File: config.mk
export PLATFORM = sky130hd
export DESIGN_NAME = seg7_scan_driver_flat
export DESIGN_NICKNAME = d
export VERILOG_FILES = /design/src/rtl/seg7_scan_driver_if.sv /design/src/rtl/seg7_scan_driver.sv /design/src/flat_wrapper.sv
export SDC_FILE = /design/constraint.sdc
export NUM_CORES = 1
export LEC_CHECK = 0
export ABC_AREA = 1
export CAP_MARGIN = 20
export CORE_AREA = 2 2 72 74
export CTS_CLUSTER_SIZE = 16
export DETAILED_ROUTE_END_ITERATION = 10
export DIE_AREA = 0 0 74 76
export HOLD_SLACK_MARGIN = 0.12
export PLACE_DENSITY = 0.78
export SYNTH_ARGS = -nofsm -noshare
export SYNTH_HDL_FRONTEND = slang
export SYNTH_SLANG_ARGS = --single-unit
export TNS_END_PERCENT = 100
File: constraint.sdc
create_clock -name CLK -period 2.4 [get_ports CLK]
set_clock_uncertainty 0.15 [all_clocks]
set_input_delay 0.6 -clock CLK [delete_from_list [all_inputs] [get_ports CLK]]
set_output_delay 0.6 -clock CLK [all_outputs]
set_load 0.005 [all_outputs]
File: src/rtl/seg7_scan_driver_if.sv
// Digit-code and display-drive bundle between the SEG7 bus peripheral and the scan driver.
// The master supplies the codes and dots; the slave (the scan driver) drives anodes and segments.
interface seg7_scan_driver_if;
  logic [3:0] IN0;
  logic [3:0] IN1;
  logic [3:0] IN2;
  logic [3:0] IN3;
  logic [3:0] DOT_IN;
  logic [3:0] SEG_SELECT_OUT;
  logic [7:0] HEX_OUT;

  modport master (
    output IN0, IN1, IN2, IN3, DOT_IN,
    input  SEG_SELECT_OUT, HEX_OUT
  );

  modport slave (
    input  IN0, IN1, IN2, IN3, DOT_IN,
    output SEG_SELECT_OUT, HEX_OUT
  );
endinterface

File: src/rtl/seg7_scan_driver.sv
// Four-digit common-anode 7-segment scanner with a blank gap at each digit switch.
// Digit codes are latched once per frame so a displayed frame never mixes old and new values.
module seg7_scan_driver #(
  parameter int REFRESH_DIV  = 50000,
  parameter int BLANK_CYCLES = 500
) (
  input  logic               CLK,
  input  logic               RESET,
  seg7_scan_driver_if.slave  bus
);

  localparam int CNT_W = $clog2(REFRESH_DIV);
  localparam logic [CNT_W-1:0] CNT_LAST = CNT_W'(REFRESH_DIV - 1);

  // Team glyph set: blank, I, L, r, then hex 4..F. Result is active-high {G,F,E,D,C,B,A}.
  function automatic logic [6:0] seg_decode(input logic [3:0] code);
    logic [6:0] s;
    case (code)
      4'h0:    s = 7'h00;
      4'h1:    s = 7'h06;
      4'h2:    s = 7'h38;
      4'h3:    s = 7'h50;
      4'h4:    s = 7'h66;
      4'h5:    s = 7'h6D;
      4'h6:    s = 7'h7D;
      4'h7:    s = 7'h07;
      4'h8:    s = 7'h7F;
      4'h9:    s = 7'h6F;
      4'hA:    s = 7'h77;
      4'hB:    s = 7'h7C;
      4'hC:    s = 7'h39;
      4'hD:    s = 7'h5E;
      4'hE:    s = 7'h79;
      default: s = 7'h71;
    endcase
    return s;
  endfunction

  logic [CNT_W-1:0] cnt;
  logic [1:0]       idx;
  logic [3:0]       sh_code [4];
  logic [3:0]       sh_dot;

  logic slot_end;
  logic visible;

  assign slot_end = (cnt == CNT_LAST);
  assign visible  = (int'(cnt) >= BLANK_CYCLES);

  // Stage 0: slot counter, digit index and frame-boundary shadow load
  always_ff @(posedge CLK) begin
    if (RESET) begin
      cnt        <= '0;
      idx        <= 2'd0;
      sh_dot     <= 4'h0;
      sh_code[0] <= 4'h0;
      sh_code[1] <= 4'h0;
      sh_code[2] <= 4'h0;
      sh_code[3] <= 4'h0;
    end else begin
      if (slot_end) begin
        cnt <= '0;
        idx <= idx + 2'd1;
        if (idx == 2'd3) begin
          sh_code[0] <= bus.IN0;
          sh_code[1] <= bus.IN1;
          sh_code[2] <= bus.IN2;
          sh_code[3] <= bus.IN3;
          sh_dot     <= bus.DOT_IN;
        end
      end else begin
        cnt <= cnt + CNT_W'(1);
      end
    end
  end

  // Stage 1: registered anode and segment drive, all off during the blank gap
  always_ff @(posedge CLK) begin
    if (RESET) begin
      bus.SEG_SELECT_OUT <= 4'hF;
      bus.HEX_OUT        <= 8'hFF;
    end else if (visible) begin
      bus.SEG_SELECT_OUT <= ~(4'b0001 << idx);
      bus.HEX_OUT        <= {~sh_dot[idx], ~seg_decode(sh_code[idx])};
    end else begin
      bus.SEG_SELECT_OUT <= 4'hF;
      bus.HEX_OUT        <= 8'hFF;
    end
  end

endmodule

File: src/flat_wrapper.sv
// flat-port wrapper written by rule: the top's interface ports become plain ports
module seg7_scan_driver_flat 
#(
  parameter int REFRESH_DIV  = 50000,
  parameter int BLANK_CYCLES = 500
)
  (CLK, RESET, bus_IN0, bus_IN1, bus_IN2, bus_IN3, bus_DOT_IN, bus_SEG_SELECT_OUT, bus_HEX_OUT);
  seg7_scan_driver_if bus_i ();
  input  logic CLK;
  input  logic RESET;
  input wire logic [$bits(bus_i.IN0)-1:0] bus_IN0;
  input wire logic [$bits(bus_i.IN1)-1:0] bus_IN1;
  input wire logic [$bits(bus_i.IN2)-1:0] bus_IN2;
  input wire logic [$bits(bus_i.IN3)-1:0] bus_IN3;
  input wire logic [$bits(bus_i.DOT_IN)-1:0] bus_DOT_IN;
  output wire logic [$bits(bus_i.SEG_SELECT_OUT)-1:0] bus_SEG_SELECT_OUT;
  output wire logic [$bits(bus_i.HEX_OUT)-1:0] bus_HEX_OUT;
  assign bus_i.IN0 = bus_IN0;
  assign bus_i.IN1 = bus_IN1;
  assign bus_i.IN2 = bus_IN2;
  assign bus_i.IN3 = bus_IN3;
  assign bus_i.DOT_IN = bus_DOT_IN;
  assign bus_SEG_SELECT_OUT = bus_i.SEG_SELECT_OUT;
  assign bus_HEX_OUT = bus_i.HEX_OUT;
  seg7_scan_driver #(.REFRESH_DIV(REFRESH_DIV), .BLANK_CYCLES(BLANK_CYCLES)) u_core (.CLK(CLK), .RESET(RESET), .bus(bus_i));
endmodule
After elaboration in Yosys (flattened, before gate mapping)

Memories as Yosys holds them, arrays and structs flattened. A register that Yosys moved wholly into a read port is not among the register bits.
Cells that the tools add are included.

RAM bits: 16
Memory bits (read-only): 112
Memories kept: 2
Output and inout port bits: 12
Register bits after elaboration: 34
Bits of input ports: 22
Logic and storage cells: 41

Shift-type cells: 1
Add/subtract/negate cells: 2
Reduce and logical (&&, ||, !) cells: 3
Order comparisons: 2
Bitwise gates (word level): 8
Eq/ne operators: 2
Multiplexer cells: 16

Memories:

| memory           | depth | width | rd ports | clocked after memory_dff | wr ports | RTL line               | source |
|---|---|---|---|---|---|---|---|
| (name not given) | 16    | 7     | 1        | 0                        | 0        | seg7_scan_driver.sv:18 | `case (code)` |
| u_core.sh_code   | 4     | 4     | 1        | 1                        | 4        | seg7_scan_driver.sv:41 | `logic [3:0] sh_code [4];` |

Operators with widths:

| operator              | count |
|---|---|
| $add 16x1->16 const B | 1 |
| $eq 16x16->1 const B  | 1 |
| $ge 16x9->1 const B   | 1 |
| $mux 4                | 4 |
| $mux 7                | 2 |
| $mux 1                | 7 |
| $not 7->7             | 1 |
| $mux 2                | 2 |
| $not 4->4             | 1 |
| $or 1x1->1            | 4 |
| $reduce_or 2->1       | 2 |
| $shl 1x2->4 const A   | 1 |
| $lt 2x3->1 const B    | 1 |
| $add 2x1->2 const B   | 1 |
| $bmux 1 s2            | 1 |
| $eq 2x2->1 const B    | 1 |
| $not 1->1             | 2 |
| $reduce_and 2->1      | 1 |

Longest topological paths before layout

Gate-level depths: netlist of run 1.

Word-level depth: 6
Gate-level depth with buffers: 11
Mapped depth without buffers: 11

Worst setup path after synthesis of run 1

OpenSTA, ideal clock, no wires.

Path kind: in2reg
From: input RESET
To: memory u_core.sh_code[0][0], enable pin
Setup time: 0.363 ns
Buffers on the path: 1
Data required time: 1.887 ns
Slack: 0.516 ns
Cell stages on the path: 3
Data arrival time: 1.370 ns
Path through: inv_1 -> clkbuf_1 -> nand2_1

RTL lines:

| what            | RTL line               | source |
|---|---|---|
| start, declared | flat_wrapper.sv:10     | `input logic RESET;` |
| end, declared   | seg7_scan_driver.sv:41 |  |

==> results of run 1 <==
[through the flow]
stage	hold slack, ns	cell area [um2]
floorplan	0.280	2610
global placement	0.295	3040
global route	0.348	3130
CTS	0.338	3130
detailed placement	0.323	3040
finish	0.335	3130
[how the worst max path moves through the flow]
stage | start | to | slack [ns]
final | register | u_core.bus.HEX_OUT[0]$_SDFF_PP1_ | 0.46
after global routing | register | u_core.bus.HEX_OUT[5]$_SDFF_PP1_ | 0.16
after CTS | register | u_core.bus.HEX_OUT[0]$_SDFF_PP1_ | 0.44
after detailed placement | RESET | u_core.sh_code[0][2]$_SDFFCE_PN0P_ | 0.39
after global placement | RESET | u_core.sh_code[0][3]$_SDFFCE_PN0P_ | 0.40
after floorplan | RESET | u_core.sh_code[0][0]$_SDFFCE_PN0P_ | 0.52
[final cells by class]
class,instances,area [um2]
clock buffer,5,68.8
clock inverter,3,22.5
fill,437,1780
inverter,44,165
multi-input combinational,246,1210
sequential,52,1200
tap,70,87.6
timing repair buffer,37,373
[registers in the layout, summed over array words and instances (netlist names), named ones only]
name                       flops
u_core.bus.SEG_SELECT_OUT      4
u_core.sh_code                16
u_core.idx                     2
u_core.bus.HEX_OUT             8
u_core.sh_dot                  4
u_core.cnt                    16
[routing by layer]
metal  track usage, %  vias up  part of all wire (%)
met5                0        -                     0
met4             6.55        0                   1.3
met3             4.76        6                   5.1
met2             30.8       53                    47
met1             24.2      969                    47
li1                 -     1171                     -
[power groups by stage]
stage	logic, mW	registers (mW)	clock network [mW]
6_report	0.114	0.930	0.497
4_1_cts	0.114	0.930	0.507
3_5_place_dp	0.114	0.950	0
3_3_place_gp	0.112	0.949	0
2_1_floorplan	0.0613	0.948	0
5_1_grt	0.130	0.932	0.543
[placed cells by master, fill, tap and decap left out, types with 2 or more instances in the layout]
cell / Yosys / final
a21oi_1: 11 / 11
buf_4: 1 / 3
clkbuf_8: 0 / 5
clkdlybuf4s50_1: 0 / 33
dfxtp_1: 36 / 36
edfxtp_1: 16 / 16
ha_1: 12 / 12
inv_1: 43 / 43
nand2_1: 105 / 105
nand3_1: 28 / 28
nand4_1: 11 / 11
nor2_1: 45 / 45
nor2_2: 13 / 13
nor3_1: 4 / 4
o21ai_0: 5 / 5
xor2_1: 2 / 2
[worst reg2reg max path: stages, from the launching register on]
cell     delay, ns
dfxtp_1       0.55
inv_1         0.20
nand2_1       0.12
nand2_1       0.05
nand2_1       0.05
nand2_1       0.11
ha_1          0.23
inv_1         0.12
nor2_1        0.06
nor2_1        0.11
nand2_1       0.06
[cells by family (layout without fill, tap and decap cells)]
family | count (synthesis) | count (layout) | synth area share, %
simple gates | 211 | 211 | 35.4
flops | 52 | 52 | 46.0
buf+inv | 49 | 89 | 7.57
compound gates | 20 | 20 | 4.26
fa+ha+maj | 12 | 12 | 5.75
xor+xnor | 3 | 3 | 1.01
==> out/results.md, run 1 <==
| Metric | This run |
| --- | --- |
| Instance count of the mapped netlist | 347 |
| Syn nets | 381 |
| Via count | 2199 |
| Post-Synthesis Cell Area | 2610 um2 |
| Count of input and output buffers | 33 |
| Mean post-synth cell area | 7.53 um2 |
| Total Routing Usage GR | 19.0% |
| Number of rows created at floorplan | 26 |
| Cell with the largest stage delay on the worst path | dfxtp_1 |
| Fin nets | 420 |
| Highest attainable clock frequency | 515 MHz |
| Setup repair bufs after CTS | 0 |
| Path depth of the worst reg2reg path | 10 |
| Final RePlAce weighted congestion | 0.952 |
| Hold depth | 1 |
| Sequential cell fraction of total power | 60.4% |
| Slew margin rel. | 75.2% |
| Number of antenna violations at the first check in global routing | 0 |
| Top FF cell, synth | dfxtp_1 |
| Power Density | 492 nW/um2 |
| Share of the cycle needed by the critical path after routing | 80.9% |
| Minimum clock period after layout | 1.94 ns |
| Net switching power | 0.355 mW |
| Iteration count of the initial detailed-routing pass | 4 |
| Worst min-delay path endpoint | u_core.cnt[0]$_SDFF_PP0_ |
| Seq/Total Area, Yosys | 46.0% |
| Initial Utilization | 53.2% |
| Die W | 74 um |
| Proportion of layout cells with a drive suffix above 1 | 8.27% |
| # IOs | 34 |
| Critical path buffers and inverters | 2 |
| Share of the synthesized area in the top cell type | 27.6% |
| Int Pwr | 1.19 mW |
| Max-slew violation total from the final report | 0 |
| Category of cells accounting for the largest share of critical-path delay | simple AND/OR/NAND/NOR gates |
| Half-perimeter wire length of the detailed placement result | 3610 um |
| Total core area | 4910 um2 |
| Hold crit path type | register to register |
| Synth area leaders | dfxtp_1 28%, edfxtp_1 18%, nand2_1 15% |
| Drt drc | 0 |
| Chip Height | 76 um |
| Count of H-tree levels built during CTS | 2 |
| Post-route total power | 1.54 mW |
| Initial DRC count | 96 |
| Peak supply drop | 0.247 mV |
| Endpoints failing setup | 0 |
| Crit path depth | 10 |
| Hold_sp | u_core.cnt[0]$_SDFF_PP0_ |
| Kind of capture point of the worst setup path | register |
| Antenna-violating nets left | 0 |
| Post-route core utilization | 63.7% |
| Cell Chain, Critical Path | inv_1, nand2_1, nand2_1, nand2_1, nand2_1, ha_1, inv_1, nor2_1, nor2_1, nand2_1 |
| Slowest stage delay, CP | 0.55 ns |
| Combinational Power Share | 7.4% |
| Number of vias per cell | 4.81 |
| Number of antenna cells inserted | 0 |
| CTS tree | yes |
| Final-report hold violation count | 0 |
| Wire length of the first global-routing pass | 8510 um |
| Pleak | 1.30 nW |
| Total wirelength of the detailed-routed design | 4700 um |
| Pin count of the biggest net entering global routing | 18 |
| Area enclosed by the die boundary | 5620 um2 |
| Number of enable flip-flop cells after synthesis | 16 |
| Maximum clock insertion buffer count | 2 |
| Non-filler cells in the finished layout | 457 |
| CP Data Required Time | 2.45 ns |
| Unique masters post-synth | 28 |
| Most frequently used cell type in the post-synthesis netlist | nand2_1 |
| Sum of overflow across all layers after global routing | 0 |
| Clk pwr share | 32.2% |
| Number of hold-repair buffers added at the cts stage | 0 |
| Layout area overhead | 19.9% |
| MaxCap Viol Count | 0 |
| Post-cts gate resize count | 0 |
| Reg-to-reg critical path endpoint | u_core.bus.HEX_OUT[0]$_SDFF_PP1_ |
| Crit-path most repeated cell | nand2_1 |
| Total placed cells including tap cells | 449 |
| Clock tree root buffer cell | clkbuf_8 |
| CTS clk-pin slew, worst paths | 0.10 ns |
| Drt wl/cell | 10.3 um |
| Number of buffers created by CTS | 5 |
| Cell type with the highest aggregate area in the netlist | dfxtp_1 |
| Unrepaired setup endpoints after global routing | no |
| Setup tns final | 0 ns |
| Run status | completed |
| Worst slack after detailed placement | 0.386 ns |
| CP arrival | 1.99 ns |
| Final setup margin | 0.458 ns |
| Worst Tran Pin Value | 0.371 ns |
| Vias in the first global route | 2075 |
| Clock sinks | 52 |
| Minimum setup slack among reg-to-reg paths | 0.46 ns |
| Type of the worst setup path | register to register |
| Worst setup SP type | register |
| Most numerous cell types in the synthesized netlist | 105 x nand2_1, 45 x nor2_1, 43 x inv_1 |
| Crit path max fanout | 11 |
| Switching portion of total power | 23.0% |
| Syn. warnings | 0 |
| Total of flip-flops plus latches after synthesis | 52 |
| Async SR Flop Fraction | 0% |
| Skew-Pair Late Insertion Delay | 0.31 ns |
(Power assumes the default switching activity.)
==> inputs of run 2 (changes only) <==
- clock period: 2.4 -> 1.8 ns (I/O delays scaled with it)
==> run 2 against run 1 <==
  * Clock power grew 39%
  * Cell area grew 3.7%
  * Total power grew 36%
  * Non-clock buffer count grew 7
  * First-iteration DRC count shrank 5.2%
  * Count of clock-buffer cells in the layout is the same
  * Critical path depth shrank 9
  * Critical path type is now register to output port
  * Hold slack lost 0.037 ns
  * Sequential share of layout area shrank 1.2 points
  * Via count shrank 0.36%
  * Die area is the same
==> out/results.md, run 2 (synthesized netlist as in run 1, its figures left out) <==
| Metric | This run |
| --- | --- |
| Final-report hold violation count | 0 |
| Leading cell types in the layout, fill and taps excluded | 104 x nand2_1, 42 x nor2_1, 41 x inv_1 |
| Crit path max fanout | 1 |
| Category of cells accounting for the largest share of critical-path delay | buffers and inverters |
| Number of antenna cells inserted | 0 |
| Minimum clock period after layout | 1.72 ns |
| Slowest stage delay, CP | 0.49 ns |
| # IOs | 34 |
| Endpoints failing setup | 0 |
| Kind of capture point of the worst setup path | output port |
| Count of input and output buffers | 33 |
| Cell Chain, Critical Path | clkdlybuf4s50_1 |
| Path depth of the worst reg2reg path | 7 |
| MaxCap Viol Count | 0 |
| Maximum clock insertion buffer count | 2 |
| Run status | completed |
| Number of inserted filler cells in the final layout | 431 |
| CP arrival | 1.12 ns |
| CP Data Required Time | 1.20 ns |
| Layout area overhead | 24.3% |
| Crit Reg-Reg Startpoint | u_core.cnt[0]$_SDFF_PP0_ |
| Slew margin rel. | 76.6% |
| Setup tns final | 0 ns |
| Reg-to-reg critical path endpoint | u_core.sh_code[1][1]$_SDFFCE_PN0P_ |
| Unrepaired setup endpoints after global routing | yes |
| Power Density | 644 nW/um2 |
| Hold crit path type | register to register |
| CTS clk-pin slew, worst paths | 0.10 ns |
| Pleak | 1.34 nW |
| Number of rows created at floorplan | 26 |
| Pin count of the biggest net entering global routing | 19 |
| Critical path buffers and inverters | 1 |
| Drt wl/cell | 10.7 um |
| CTS tree | yes |
| Die W | 74 um |
| Initial Utilization | 53.2% |
| Minimum setup slack among reg-to-reg paths | 0.09 ns |
| Area enclosed by the die boundary | 5620 um2 |
| Via count | 2191 |
| Worst setup path end | bus_SEG_SELECT_OUT[0] |
| Highest attainable clock frequency | 580 MHz |
| Timing startpoint of the critical path | u_core.bus.SEG_SELECT_OUT[0]$_SDFF_PP1_ |
| Cell with the largest stage delay on the worst path | clkdlybuf4s50_1 |
| Sum of overflow across all layers after global routing | 0 |
| Chip Height | 76 um |
| Post-route total power | 2.09 mW |
| Type of the worst setup path | register to output port |
| Number of antenna violations at the first check in global routing | 0 |
| Initial DRC count | 91 |
| Antenna-violating nets left | 0 |
| Skew-Pair Late Insertion Delay | 0.31 ns |
| Count of H-tree levels built during CTS | 2 |
| Largest regs | u_core.cnt: 16 flops, u_core.sh_code: 16 flops, u_core.bus.HEX_OUT: 8 flops |
| Total core area | 4910 um2 |
| Most common cell after layout, fill and taps aside | nand2_1 |
| Vias in the first global route | 1984 |
| Total wirelength of the detailed-routed design | 4970 um |
| Max-slew violation total from the final report | 0 |
| Worst Tran Pin Value | 0.351 ns |
| Worst setup SP type | register |
| Number of vias per cell | 4.71 |
| Clock sinks | 52 |
| Fin nets | 428 |
| Number of hold-repair buffers added at the cts stage | 0 |
| Number of buffers created by CTS | 5 |
| Final RePlAce weighted congestion | 0.880 |
| Wire length of the first global-routing pass | 8570 um |
| Crit path depth | 1 |
| Iteration count of the initial detailed-routing pass | 4 |
| Total Routing Usage GR | 19.0% |
| Drt drc | 0 |
| Proportion of layout cells with a drive suffix above 1 | 12.9% |
| Half-perimeter wire length of the detailed placement result | 3710 um |
| Clock tree root buffer cell | clkbuf_8 |
| Share of the cycle needed by the critical path after routing | 95.8% |
| Peak supply drop | 0.554 mV |
run 2: changes by cell type in the layout (fill, tap and decap cells not counted), moves of 2 or more:
cell	before	now
inv_1	43	41
ha_1	12	10
buf_4	3	9
inv_2	1	3
dfxtp_2	0	2
ha_2	0	2
nor2_2	13	16
nor2_1	45	42
dfxtp_1	36	33
nand3_4	1	3
run 2: timing repair:
action,4_1_cts,5_1_grt
pin swaps,0,4
buffers inserted,0,0
cloned,0,1
resized for setup,1,13
setup endpoints to repair,1,41
run 2: worst min-delay path by stage:
stage               depth (start not counted)                        to  slack, ns                      from
global placement                            1  u_core.cnt[0]$_SDFF_PP0_       0.30  u_core.cnt[0]$_SDFF_PP0_
CTS                                         1  u_core.cnt[0]$_SDFF_PP0_       0.33  u_core.cnt[0]$_SDFF_PP0_
floorplan                                   1  u_core.cnt[0]$_SDFF_PP0_       0.28  u_core.cnt[0]$_SDFF_PP0_
detailed placement                          1  u_core.cnt[0]$_SDFF_PP0_       0.31  u_core.cnt[0]$_SDFF_PP0_
finish                                      1  u_core.cnt[0]$_SDFF_PP0_       0.30  u_core.cnt[0]$_SDFF_PP0_
global route                                1  u_core.cnt[0]$_SDFF_PP0_       0.31  u_core.cnt[0]$_SDFF_PP0_
run 2: area by class of cell:
| class | count | area [um2] | area share, % |
|---|---|---|---|
| inverter | 44 | 165 | 5.09 |
| clock inverter | 3 | 26.3 | 0.810 |
| clock buffer | 5 | 68.8 | 2.12 |
| sequential | 52 | 1210 | 37.2 |
| tap | 70 | 87.6 | 2.70 |
| timing repair buffer | 44 | 438 | 13.5 |
| multi-input combinational | 247 | 1250 | 38.6 |
run 2: layer usage:
layer | track usage [%] | up-vias | routed length, um
met5 | 0 | - | 0
met1 | 25.6 | 936 | 2380
met2 | 30.3 | 54 | 2330
li1 | - | 1195 | -
met4 | 6.00 | 0 | 57
met3 | 3.97 | 6 | 210
run 2: power by group:
group	switching, mW	internal, mW
clock network	0.405	0.284
registers	0.0128	1.23
logic	0.0805	0.0810
total	0.498	1.59
run 2: through the flow:
step / instances / cell area (um2) / hold slack, ns / worst slack [ns] / util [%]
after floorplan: 347 / 2610 / 0.280 / 0.140 / -
after global placement: 456 / 3110 / 0.300 / -0.00421 / 63.2
after detailed placement: 456 / 3110 / 0.306 / -0.0662 / 63.2
after CTS: 464 / 3200 / 0.330 / -0.00344 / 65.2
after global routing: 465 / 3250 / 0.310 / 0.00511 / 66.1
final: 465 / 3250 / 0.298 / 0.0752 / 66.1
==> inputs of run 3 (changes only) <==
- CORE_AREA: 2 2 72 74 -> 2 2 71 73
- CTS_BUF_LIST: not set -> sky130_fd_sc_hd__clkbuf_4 sky130_fd_sc_hd__clkbuf_8
- DIE_AREA: 0 0 74 76 -> 0 0 73 75
- GPL_TIMING_DRIVEN: not set -> 0
- PLACE_DENSITY: 0.78 -> 0.8
- clock period: 1.8 -> 1.7 ns (I/O delays scaled with it)
==> run 3 against run 2 <==
  * Register-to-register slack about the same
  * Setup slack got worse by 0.0080 ns
  * Core utilization increased by 5.3 points
  * Final cell count decreased by 3.4%
  * Via count increased by 4.3%
  * Sequential share of layout area decreased by 0.62 points
  * First-iteration DRC count increased by 60%
==> out/results.md, run 3 (synthesized netlist as in run 1, its figures left out) <==
| Metric | This run |
| --- | --- |
| Skew-Pair Late Insertion Delay | 0.31 ns |
| Count of H-tree levels built during CTS | 2 |
| Count of input and output buffers | 33 |
| Sum of overflow across all layers after global routing | 0 |
| CP Data Required Time | 1.58 ns |
| Half-perimeter wire length of the detailed placement result | 3650 um |
| Antenna-violating nets left | 0 |
| MaxCap Viol Count | 0 |
| Chip Height | 75 um |
| CP arrival | 1.51 ns |
| Number of hold-repair buffers added at the cts stage | 0 |
| Hold crit path type | register to register |
| Drt wl/cell | 11.9 um |
| Number of vias per cell | 5.09 |
| Number of rows created at floorplan | 25 |
| Category of cells accounting for the largest share of critical-path delay | buffers and inverters |
| Initial Utilization | 56.0% |
| Peak supply drop | 0.501 mV |
| Share of the cycle needed by the critical path after routing | 96.0% |
| Area enclosed by the die boundary | 5480 um2 |
| Minimum clock period after layout | 1.63 ns |
| Post-route total power | 2.21 mW |
| Number of antenna violations at the first check in global routing | 0 |
| Pleak | 1.34 nW |
| Cell Chain, Critical Path | clkdlybuf4s50_1, inv_1, clkbuf_4, nand2_8 |
| Minimum setup slack among reg-to-reg paths | 0.09 ns |
| Proportion of layout cells with a drive suffix above 1 | 17.0% |
| Slowest stage delay, CP | 0.54 ns |
| Area after detailed placement | 3010 um2 |
| Vias in the first global route | 1986 |
| Non-filler cells in the finished layout | 449 |
| Crit path max fanout | 11 |
| Iteration count of the initial detailed-routing pass | 7 |
| Most common cell after layout, fill and taps aside | nand2_1 |
| Post-route core utilization | 71.3% |
| Worst slack after detailed placement | -0.556 ns |
| CTS tree | yes |
| Worst setup SP type | input port |
| Fin nets | 428 |
| Total core area | 4660 um2 |
| Clock tree root buffer cell | clkbuf_8 |
| Power Density | 666 nW/um2 |
| Type of the worst setup path | input port to register |
| Final RePlAce weighted congestion | 0.897 |
| Run status | completed |
| Total placed cells including tap cells | 434 |
| Slew margin rel. | 77.1% |
| Clock sinks | 52 |
| Die W | 73 um |
| Via count | 2285 |
| CTS clk-pin slew, worst paths | 0.10 ns |
| Wire length of the first global-routing pass | 8620 um |
| Number of inserted filler cells in the final layout | 362 |
| Critical path buffers and inverters | 3 |
| Number of buffers created by CTS | 5 |
| Worst Tran Pin Value | 0.342 ns |
| Total Routing Usage GR | 20.2% |
| Pin count of the biggest net entering global routing | 18 |
| Number of antenna cells inserted | 0 |
| # IOs | 34 |
| Drt drc | 0 |
| Final-report hold violation count | 0 |
| Largest regs | u_core.cnt: 16 flops, u_core.sh_code: 16 flops, u_core.bus.HEX_OUT: 8 flops |
| Layout area overhead | 27.3% |
| Max-slew violation total from the final report | 0 |
| Initial DRC count | 146 |
| Total wirelength of the detailed-routed design | 5330 um |
| Maximum clock insertion buffer count | 2 |
| Leading cell types in the layout, fill and taps excluded | 100 x nand2_1, 41 x nor2_1, 39 x inv_1 |
| Endpoints failing setup | 0 |
| Kind of capture point of the worst setup path | register |
| Final setup margin | 0.0672 ns |
| Highest attainable clock frequency | 612 MHz |
| Fin area | 3320 um2 |
| Cell with the largest stage delay on the worst path | clkdlybuf4s50_1 |
[run 3: worst register-to-register path, stage by stage, from the launching register on]
cell     delay, ns
dfxtp_4       0.38
ha_4          0.16
nand3_4       0.11
nor2_4        0.14
inv_2         0.05
nor2_4        0.10
nand3_4       0.11
buf_8         0.18
nor2_2        0.08
[run 3: final cells by class]
cell class                 instances  area, um2  share of cell area (%)
buffer                             5       48.8                    1.47
clock buffer                       5       68.8                    2.07
clock inverter                     3       22.5                   0.677
inverter                          44        165                    4.97
multi-input combinational        247       1330                    40.1
sequential                        52       1220                    36.6
tap                               54       67.6                    2.03
timing repair buffer              39        403                    12.1
[run 3: path summary, 6_finish.rpt]
path,start,to,cells past startpoint
setup / recovery,RESET,u_core.sh_code[2][0]$_SDFFCE_PN0P_,4
setup reg to reg,u_core.cnt[0]$_SDFF_PP0_,u_core.sh_code[0][3]$_SDFFCE_PN0P_,8
hold reg to reg,u_core.cnt[0]$_SDFF_PP0_,u_core.cnt[0]$_SDFF_PP0_,1
hold / removal,u_core.cnt[0]$_SDFF_PP0_,u_core.cnt[0]$_SDFF_PP0_,1
[run 3: routing by layer]
layer,track usage (%),wire (um)
met1,26.6,2470
met2,32.9,2590
met3,4.28,188
met4,7.41,76
met5,0,0
[run 3: stage by stage]
stage | TNS [ns] | hold WS (ns)
final | 0 | 0.308
after global routing | -0.101 | 0.317
after CTS | 0 | 0.290
after detailed placement | -13.38 | 0.304
after global placement | -12.83 | 0.292
after floorplan | 0 | 0.280
[run 3: report_power, final]
group | total, mW | internal (mW) | switching [mW]
logic | 0.174 | 0.0820 | 0.0915
registers | 1.32 | 1.30 | 0.0160
clock network | 0.725 | 0.294 | 0.431
[run 3: what timing repair did]
| item | in CTS | in global routing |
|---|---|---|
| setup endpoints to repair | 47 | 71 |
| hold endpoints to repair | 0 | 0 |
| pin swaps | 4 | 1 |
| gates resized for setup | 20 | 40 |
| cloned | 1 | 1 |
| setup buffers | 4 | 1 |
